==> src/rtl/ifetch_unit.sv <==
// Instruction fetch stage: owns the PC, issues single outstanding word reads to
// instruction memory, buffers returned words and presents {instr, PC+4} to decode.
module ifetch_unit #(
  parameter logic [31:0] RESET_PC = 32'h0040_0020,
  parameter int unsigned DEPTH    = 2
) (
  input  logic        clk,
  input  logic        reset,
  output logic        imem_req,
  output logic [31:0] imem_addr,
  input  logic        imem_ack,
  input  logic [31:0] imem_rdata,
  input  logic        br_taken,
  input  logic [31:0] br_target,
  output logic        instr_valid,
  input  logic        instr_ready,
  output logic [31:0] instr_out,
  output logic [31:0] pc_out
);

  localparam int unsigned PTR_W = (DEPTH > 1) ? $clog2(DEPTH) : 1;
  localparam int unsigned CNT_W = PTR_W + 1;

  localparam logic [1:0] S_FETCH = 2'd0;
  localparam logic [1:0] S_WAIT  = 2'd1;
  localparam logic [1:0] S_STALL = 2'd2;

  logic [1:0]       state_q, state_d;
  logic [31:0]      fetch_pc_q, fetch_pc_d;
  logic             drop_q, drop_d;
  logic             req_q, req_d;
  logic [31:0]      addr_q, addr_d;
  logic [CNT_W-1:0] count_q, count_d;
  logic [PTR_W-1:0] rd_ptr_q, rd_ptr_d;
  logic [PTR_W-1:0] wr_ptr_q, wr_ptr_d;
  logic [31:0]      buf_instr_q [DEPTH];
  logic [31:0]      buf_instr_d [DEPTH];
  logic [31:0]      buf_pc_q    [DEPTH];
  logic [31:0]      buf_pc_d    [DEPTH];
  logic             push;
  logic             pop;
  logic [31:0]      target_al;

  // Next-state: request sequencing, redirect handling and buffer bookkeeping
  always_comb begin
    state_d     = state_q;
    fetch_pc_d  = fetch_pc_q;
    drop_d      = drop_q;
    req_d       = req_q;
    addr_d      = addr_q;
    count_d     = count_q;
    rd_ptr_d    = rd_ptr_q;
    wr_ptr_d    = wr_ptr_q;
    buf_instr_d = buf_instr_q;
    buf_pc_d    = buf_pc_q;
    push        = 1'b0;
    target_al   = br_target & ~32'h0000_0003;
    pop         = (count_q != '0) && instr_ready && !br_taken;

    case (state_q)
      S_FETCH: begin
        // A redirect this cycle would make fetch_pc stale, so hold off one cycle
        if (!br_taken) begin
          if (count_q < CNT_W'(DEPTH)) begin
            req_d   = 1'b1;
            addr_d  = fetch_pc_q;
            state_d = S_WAIT;
          end else begin
            state_d = S_STALL;
          end
        end
      end
      S_WAIT: begin
        if (imem_ack) begin
          req_d   = 1'b0;
          drop_d  = 1'b0;
          state_d = S_FETCH;
          if (!drop_q && !br_taken) begin
            push       = 1'b1;
            fetch_pc_d = fetch_pc_q + 32'd4;
          end
        end else if (br_taken) begin
          drop_d = 1'b1;
        end
      end
      S_STALL: begin
        if (pop || br_taken) state_d = S_FETCH;
      end
      default: begin
        state_d = S_FETCH;
        req_d   = 1'b0;
      end
    endcase

    if (push) begin
      buf_instr_d[wr_ptr_q] = imem_rdata;
      buf_pc_d[wr_ptr_q]    = addr_q + 32'd4;
      wr_ptr_d              = wr_ptr_q + PTR_W'(1);
    end
    if (pop) rd_ptr_d = rd_ptr_q + PTR_W'(1);

    if (br_taken) begin
      fetch_pc_d = target_al;
      count_d    = '0;
      rd_ptr_d   = wr_ptr_q;
      wr_ptr_d   = wr_ptr_q;
    end else begin
      count_d = count_q + CNT_W'(push) - CNT_W'(pop);
    end
  end

  always_ff @(posedge clk or posedge reset) begin
    if (reset) begin
      state_q    <= S_FETCH;
      fetch_pc_q <= RESET_PC;
      drop_q     <= 1'b0;
      req_q      <= 1'b0;
      addr_q     <= RESET_PC;
      count_q    <= '0;
      rd_ptr_q   <= '0;
      wr_ptr_q   <= '0;
      for (int i = 0; i < int'(DEPTH); i++) begin
        buf_instr_q[i] <= '0;
        buf_pc_q[i]    <= '0;
      end
    end else begin
      state_q     <= state_d;
      fetch_pc_q  <= fetch_pc_d;
      drop_q      <= drop_d;
      req_q       <= req_d;
      addr_q      <= addr_d;
      count_q     <= count_d;
      rd_ptr_q    <= rd_ptr_d;
      wr_ptr_q    <= wr_ptr_d;
      buf_instr_q <= buf_instr_d;
      buf_pc_q    <= buf_pc_d;
    end
  end

  assign imem_req    = req_q;
  assign imem_addr   = addr_q;
  assign instr_valid = (count_q != '0);
  assign instr_out   = buf_instr_q[rd_ptr_q];
  assign pc_out      = buf_pc_q[rd_ptr_q];

endmodule

==> config.mk <==
export PLATFORM = sky130hd
export DESIGN_NAME = ifetch_unit
export DESIGN_NICKNAME = d
export VERILOG_FILES = /design/src/rtl/ifetch_unit.sv
export SDC_FILE = /design/constraint.sdc
export NUM_CORES = 1
export LEC_CHECK = 0
export BUFFER_PORTS_ARGS = -buffer_cell sky130_fd_sc_hd__buf_2
export CELL_PAD_IN_SITES_DETAIL_PLACEMENT = 0
export CELL_PAD_IN_SITES_GLOBAL_PLACEMENT = 1
export CORE_MARGIN = 2
export CORE_UTILIZATION = 46
export CTS_BUF_LIST = sky130_fd_sc_hd__clkbuf_2
export CTS_CLUSTER_DIAMETER = 50
export DETAILED_ROUTE_END_ITERATION = 8
export PLACE_DENSITY = 0.92
export SLEW_MARGIN = 0
export SYNTH_ARGS = -nofsm -noshare
export SYNTH_HDL_FRONTEND = slang
export SYNTH_SLANG_ARGS = --single-unit
==> constraint.sdc <==
create_clock -name clk -period 6.8 [get_ports clk]
set_input_delay 0.34 -clock clk [delete_from_list [all_inputs] [get_ports clk]]
set_output_delay 0.34 -clock clk [all_outputs]
set_load 0.01 [all_outputs]
-- Yosys cells after proc, flatten, opt, wreduce, memory -nomap -nowiden
Cells that the tools add are included.
- register bits: 200
- output and inout bits: 98
- word-level logic and storage cells: 82
- add/subtract/negate cells: 6
- magnitude comparators: 4
- eq/ne operators: 6
- mux-type cells: 31
- bitwise operators: 4
- reductions and logical operators: 19
- operators with widths (cell ; count):
    $mux 32 ; 11
    $bwmux 64 ; 2
    $add 32x3->32 const B ; 2
    $demux 32 s1 ; 1
    $mux 1 ; 10
    $mux 2 ; 5
    $reduce_bool 2->1 ; 5
    $reduce_and 3->1 ; 3
    $ne 2x2->1 const B ; 4
    $pmux 2 s3 ; 1
    $ge 2x2->1 const B ; 2
    $logic_and 1x1->1 ; 4
    $not 1->2 ; 2
    $reduce_and 2->1 ; 2
    $reduce_and 4->1 ; 1
    $pmux 1 s3 ; 1
    $add 1x1->1 const B ; 2
    $add 2x1->2 ; 1
    $eq 2x1->1 const B ; 1
    $eq 2x2->1 const B ; 1
    $logic_not 1->1 ; 2
    $logic_not 2->1 ; 1
    $lt 2x1->1 const B ; 1
    $lt 2x2->1 const B ; 1
    3 further kinds ; 4

-- Logic depth before layout (Yosys ltp)
- depth in word-level cells: 8
- gate-level depth with buffers: 10
- mapped depth without buffers: 9

-- Worst setup path after synthesis
OpenSTA, ideal clock, no wires.
- path kind: reg-to-reg
- start: register state_q[1]
- end: register count_q[1]
- library setup time: 0.131 ns
- arrival: 1.735 ns
- data required time: 6.669 ns
- slack: 4.934 ns
- cell stages (with the launch flop): 11
- path buffers: 1
- period minus slack after synthesis: 1.866 ns
- cell sequence: dfrtp_1 -> nand4bb_1 -> buf_4 -> nor2_1 -> inv_1 -> ha_1 -> inv_1 -> ha_1 -> xor2_1 -> xnor2_1 -> nor2_1
- cells in the longest elaborated chain, start to end: 5
- ends and longest elaborated chain (what ; line ; RTL):
    start, declared ; 28 ; logic [1:0] state_q, state_d;
    start signal, assigned ; 127 ; state_q <= state_d;
    $eq 2x1->1 ; 60 ; case (state_q)
    $mux 1 ; 60 ;
    $add 2x1->2 ; 108 ; count_d = count_q + CNT_W'(push) - CNT_W'(pop);
    $sub 2x1->2 ; 108 ;
    $mux 2 ; 102 ; if (br_taken) begin
    named net count_d[1] ; 33 ; logic [CNT_W-1:0] count_q, count_d;
    end signal, assigned ; 132 ; count_q <= count_d;
    end, declared ; 33 ;
The timed path passes the listed nets, and every way through them passes these cells.
A chain may end at the register's enable or synchronous reset.

-- Worst setup path in the final report
- start: register rd_ptr_q
- end: output instr_out[11]
- cells in the longest elaborated chain, start to end: 4
- ends and longest elaborated chain (what ; line ; RTL):
    start, declared ; 34 ; logic [PTR_W-1:0] rd_ptr_q, rd_ptr_d;
    start signal, assigned ; 133 ; rd_ptr_q <= rd_ptr_d;
    $not 1->2 (not written as such) ; 143 ; assign instr_out = buf_instr_q[rd_ptr_q];
    $mux 32 (not written as such) (3 in a row) ; 143 ;
    end, declared ; 17 ; output logic [31:0] instr_out,
No other way between the ends. The select of a mux whose other input is x is not followed.

==> impl_metrics.tcl <==
set metrics [dict create \
    outcome "completed" \
    fin_tns_setup_ns 0 \
    max_clock_freq_ghz 0.333 \
    clkSinkCount 192 \
    power_switching_uw 1480 \
    arrival_ns 2.66 \
    p_int_uw 2640 \
    crit_path_end_kind "output pin" \
    synth_area_leaders "dfrtp_1 (53%), mux2_2 (20%), o21ai_0 (4.8%)" \
    root_buffer "clkbuf_2" \
    hpwlAfterDp_mm 12.3 \
    synth_top_area_share_pct 52.6 \
    drv_cap 0 \
    regToRegSetupSlack_ns 3.96 \
    grt-ovfl-total 0 \
    finalSetupViolations 0 \
    grt_pass1_vias 6182 \
    endpoint "instr_out[11]" \
    synth-seq-cells 192 \
    dieArea_um2 20600 \
    slew_headroom_pct 33.3 \
    regArea_um2 4810 \
    postCtsResizedCells 0 \
    antenna_found_initial 1 \
    synth_area_per_cell_um2 11.7 \
    reg2regPathDepth 4 \
    row_count 51 \
    tritoncts "built" \
    r2r-start "state_q[1]" \
    yosysWarnings 0 \
    cts.path.max_buffers 2 \
    wl_mm 18.9 \
    synth_flop_cell "dfrtp_1" \
    drive_gt1_share_pct 37.8 \
    layout.nets 1049 \
    fillers 1684 \
    p_clk_share_pct 13.9 \
    multi_input_area_um2 3920 \
    synth.most_common_cell "dfrtp_1" \
    hold_viol_final 0 \
    postSynthCellCount 767 \
    yosysTopAreaCell "dfrtp_1" \
    track_usage_pct 18.9 \
    required_ns 6.46 \
    fin_crit_ns 3.00 \
    hold_path_class "in -> reg" \
    area_growth_pct 21.0 \
    drv_slew 0 \
    whs_ns 0.158 \
    core_area_um2 19300 \
    ant_nets 0 \
    cts_setup_buffers 0 \
    clkLatencyLatePin_ns 0.74 \
    synth_edf_count 0 \
    seq_area_frac_synth_pct 53.8 \
    crit_fanout 47 \
    clkTransAtPathRegs_ns 0.27 \
    leakage_uw 0.00503 \
    p_comb_share_pct 38.7 \
    power.share.switching_pct 35.9 \
    worstMarginPinSlew_ns 1.00 \
    dr.pass1.iters 4 \
    critPathLaunchType "flip-flop" \
    die_h_um 143 \
    io_pins 167 \
    rsz0062_at_grt "no" \
    drt_iter0_drc 207 \
    period_share_pct 44.1 \
    critPathLaunch "rd_ptr_q" \
    ir_drop_uv 205 \
    hold_buffers 65 \
    fin_skew_ns 0.0473 \
    async_flop_share_pct 100 \
    synth_commonest_cells "dfrtp_1 (188), mux2_2 (156), nand2_1 (114), o21ai_0 (86), xor2_1 (46)" \
    syn_area_um2 8940 \
    die_width_um 143 \
    yosys.cell_types.count 37 \
    power.density_nw_per_um2 381 \
    grt_max_degree 126 \
    wl_per_cell_um 15.1 \
    grt_first_pass_wirelength_mm 30.5 \
    pwr-share-seq_pct 47.4 \
    routabilityCongestion 0.801 \
    htreeDepth 4 \
    num_vias 6184 \
    worstSetupPathType "reg -> out" \
    vias_per_cell 4.93 \
    drc 0 \
    numPortBuffers 160 \
    rr_endpoint "buf_instr_q[19]" \
    cts_buffers 17 \
    initial_utilization_pct 46.4 \
]
cell families after synthesis:
kind of cell | count (synthesis) | share of synthesized area, %
simple gates | 207 | 11.4
xor+xnor | 60 | 5.88
compound gates | 94 | 5.30
flops | 192 | 53.8
fa+ha+maj | 4 | 0.560
other cells | 1 | 0.0419
mux | 160 | 20.3
buf+inv | 49 | 2.78
layout make-up:
type | count | share of cell area, %
tap | 265 | 3.06
multi-input combinational | 529 | 36.2
clock buffer | 19 | 0.879
clock inverter | 12 | 1.33
timing repair buffer | 230 | 13.8
sequential | 192 | 44.5
inverter | 6 | 0.278
antenna | 1 | 0.0231
layout by cell type (no fill, tap or decap), types with 4 or more instances in the layout:
cell type / count
dlygate4sd3_1: 65
inv_1: 5
nand2_1: 113
conb_1: 4
o21ai_1: 4
buf_4: 5
clkbuf_2: 19
o21ai_0: 86
and3_1: 8
xnor2_1: 14
clkinv_2: 5
nor2_1: 16
xor2_1: 46
nand3_1: 18
mux2_2: 156
dfrtp_1: 187
dfstp_2: 4
nor3_1: 4
ha_1: 4
nand4_1: 24
buf_2: 160
how the worst min path moves through the flow:
stage | startpoint | end | slack (ns) | depth (start not counted)
after floorplan | imem_ack | drop_q | 0.43 | 1
after global placement | buf_pc_q[2] | buf_pc_q[2] | 0.46 | 2
after detailed placement | buf_pc_q[14] | buf_pc_q[14] | 0.47 | 2
after CTS | br_taken | fetch_pc_q[5] | 0.05 | 4
after global routing | br_taken | count_q[1] | 0.09 | 3
final | br_taken | fetch_pc_q[5] | 0.16 | 4
state kept, by name, indices dropped and copies added (netlist names):
| signal | cells |
|---|---|
| fetch_pc_q | 30 |
| imem_req | 1 |
| buf_instr_q | 64 |
| count_q | 2 |
| rd_ptr_q | 1 |
| buf_pc_q | 60 |
| state_q | 2 |
| imem_addr | 30 |
| wr_ptr_q | 1 |
| drop_q | 1 |
worst max-delay path: stages (launching register included):
cell and delay [ns]:
dfrtp_2 0.69, buf_4 0.63, mux2_2 0.42, buf_2 0.15
routing by layer:
metal	share of wire [%]	vias to the layer above	GRT usage [%]
met1	47	2957	25.3
met3	4.6	17	4.30
met4	1.2	0	5.31
li1	-	3079	-
met5	0	-	0
met2	47	131	31.1
stage by stage:
stage	power (uW)	utilization, %	cell area (um^2)	std cells	setup slack (ns)
CTS	4160	56.1	10800	1253	3.67
floorplan	2950	-	8960	770	1.24
finish	4130	56.1	10800	1254	3.80
global route	4430	56.1	10800	1254	3.57
detailed placement	3550	51.5	9930	1157	3.97
global placement	3500	51.5	9930	1157	4.10
power by group through the flow:
| stage | Clock (uW) | Sequential [uW] | Combinational, uW |
|---|---|---|---|
| 4_1_cts | 602 | 1950 | 1610 |
| 3_5_place_dp | 0 | 1980 | 1570 |
| 5_1_grt | 648 | 2020 | 1760 |
| 6_report | 572 | 1960 | 1600 |
| 3_3_place_gp | 0 | 1950 | 1540 |
| 2_1_floorplan | 0 | 1890 | 1060 |
No activity file was read; power rests on OpenSTA's default activity.
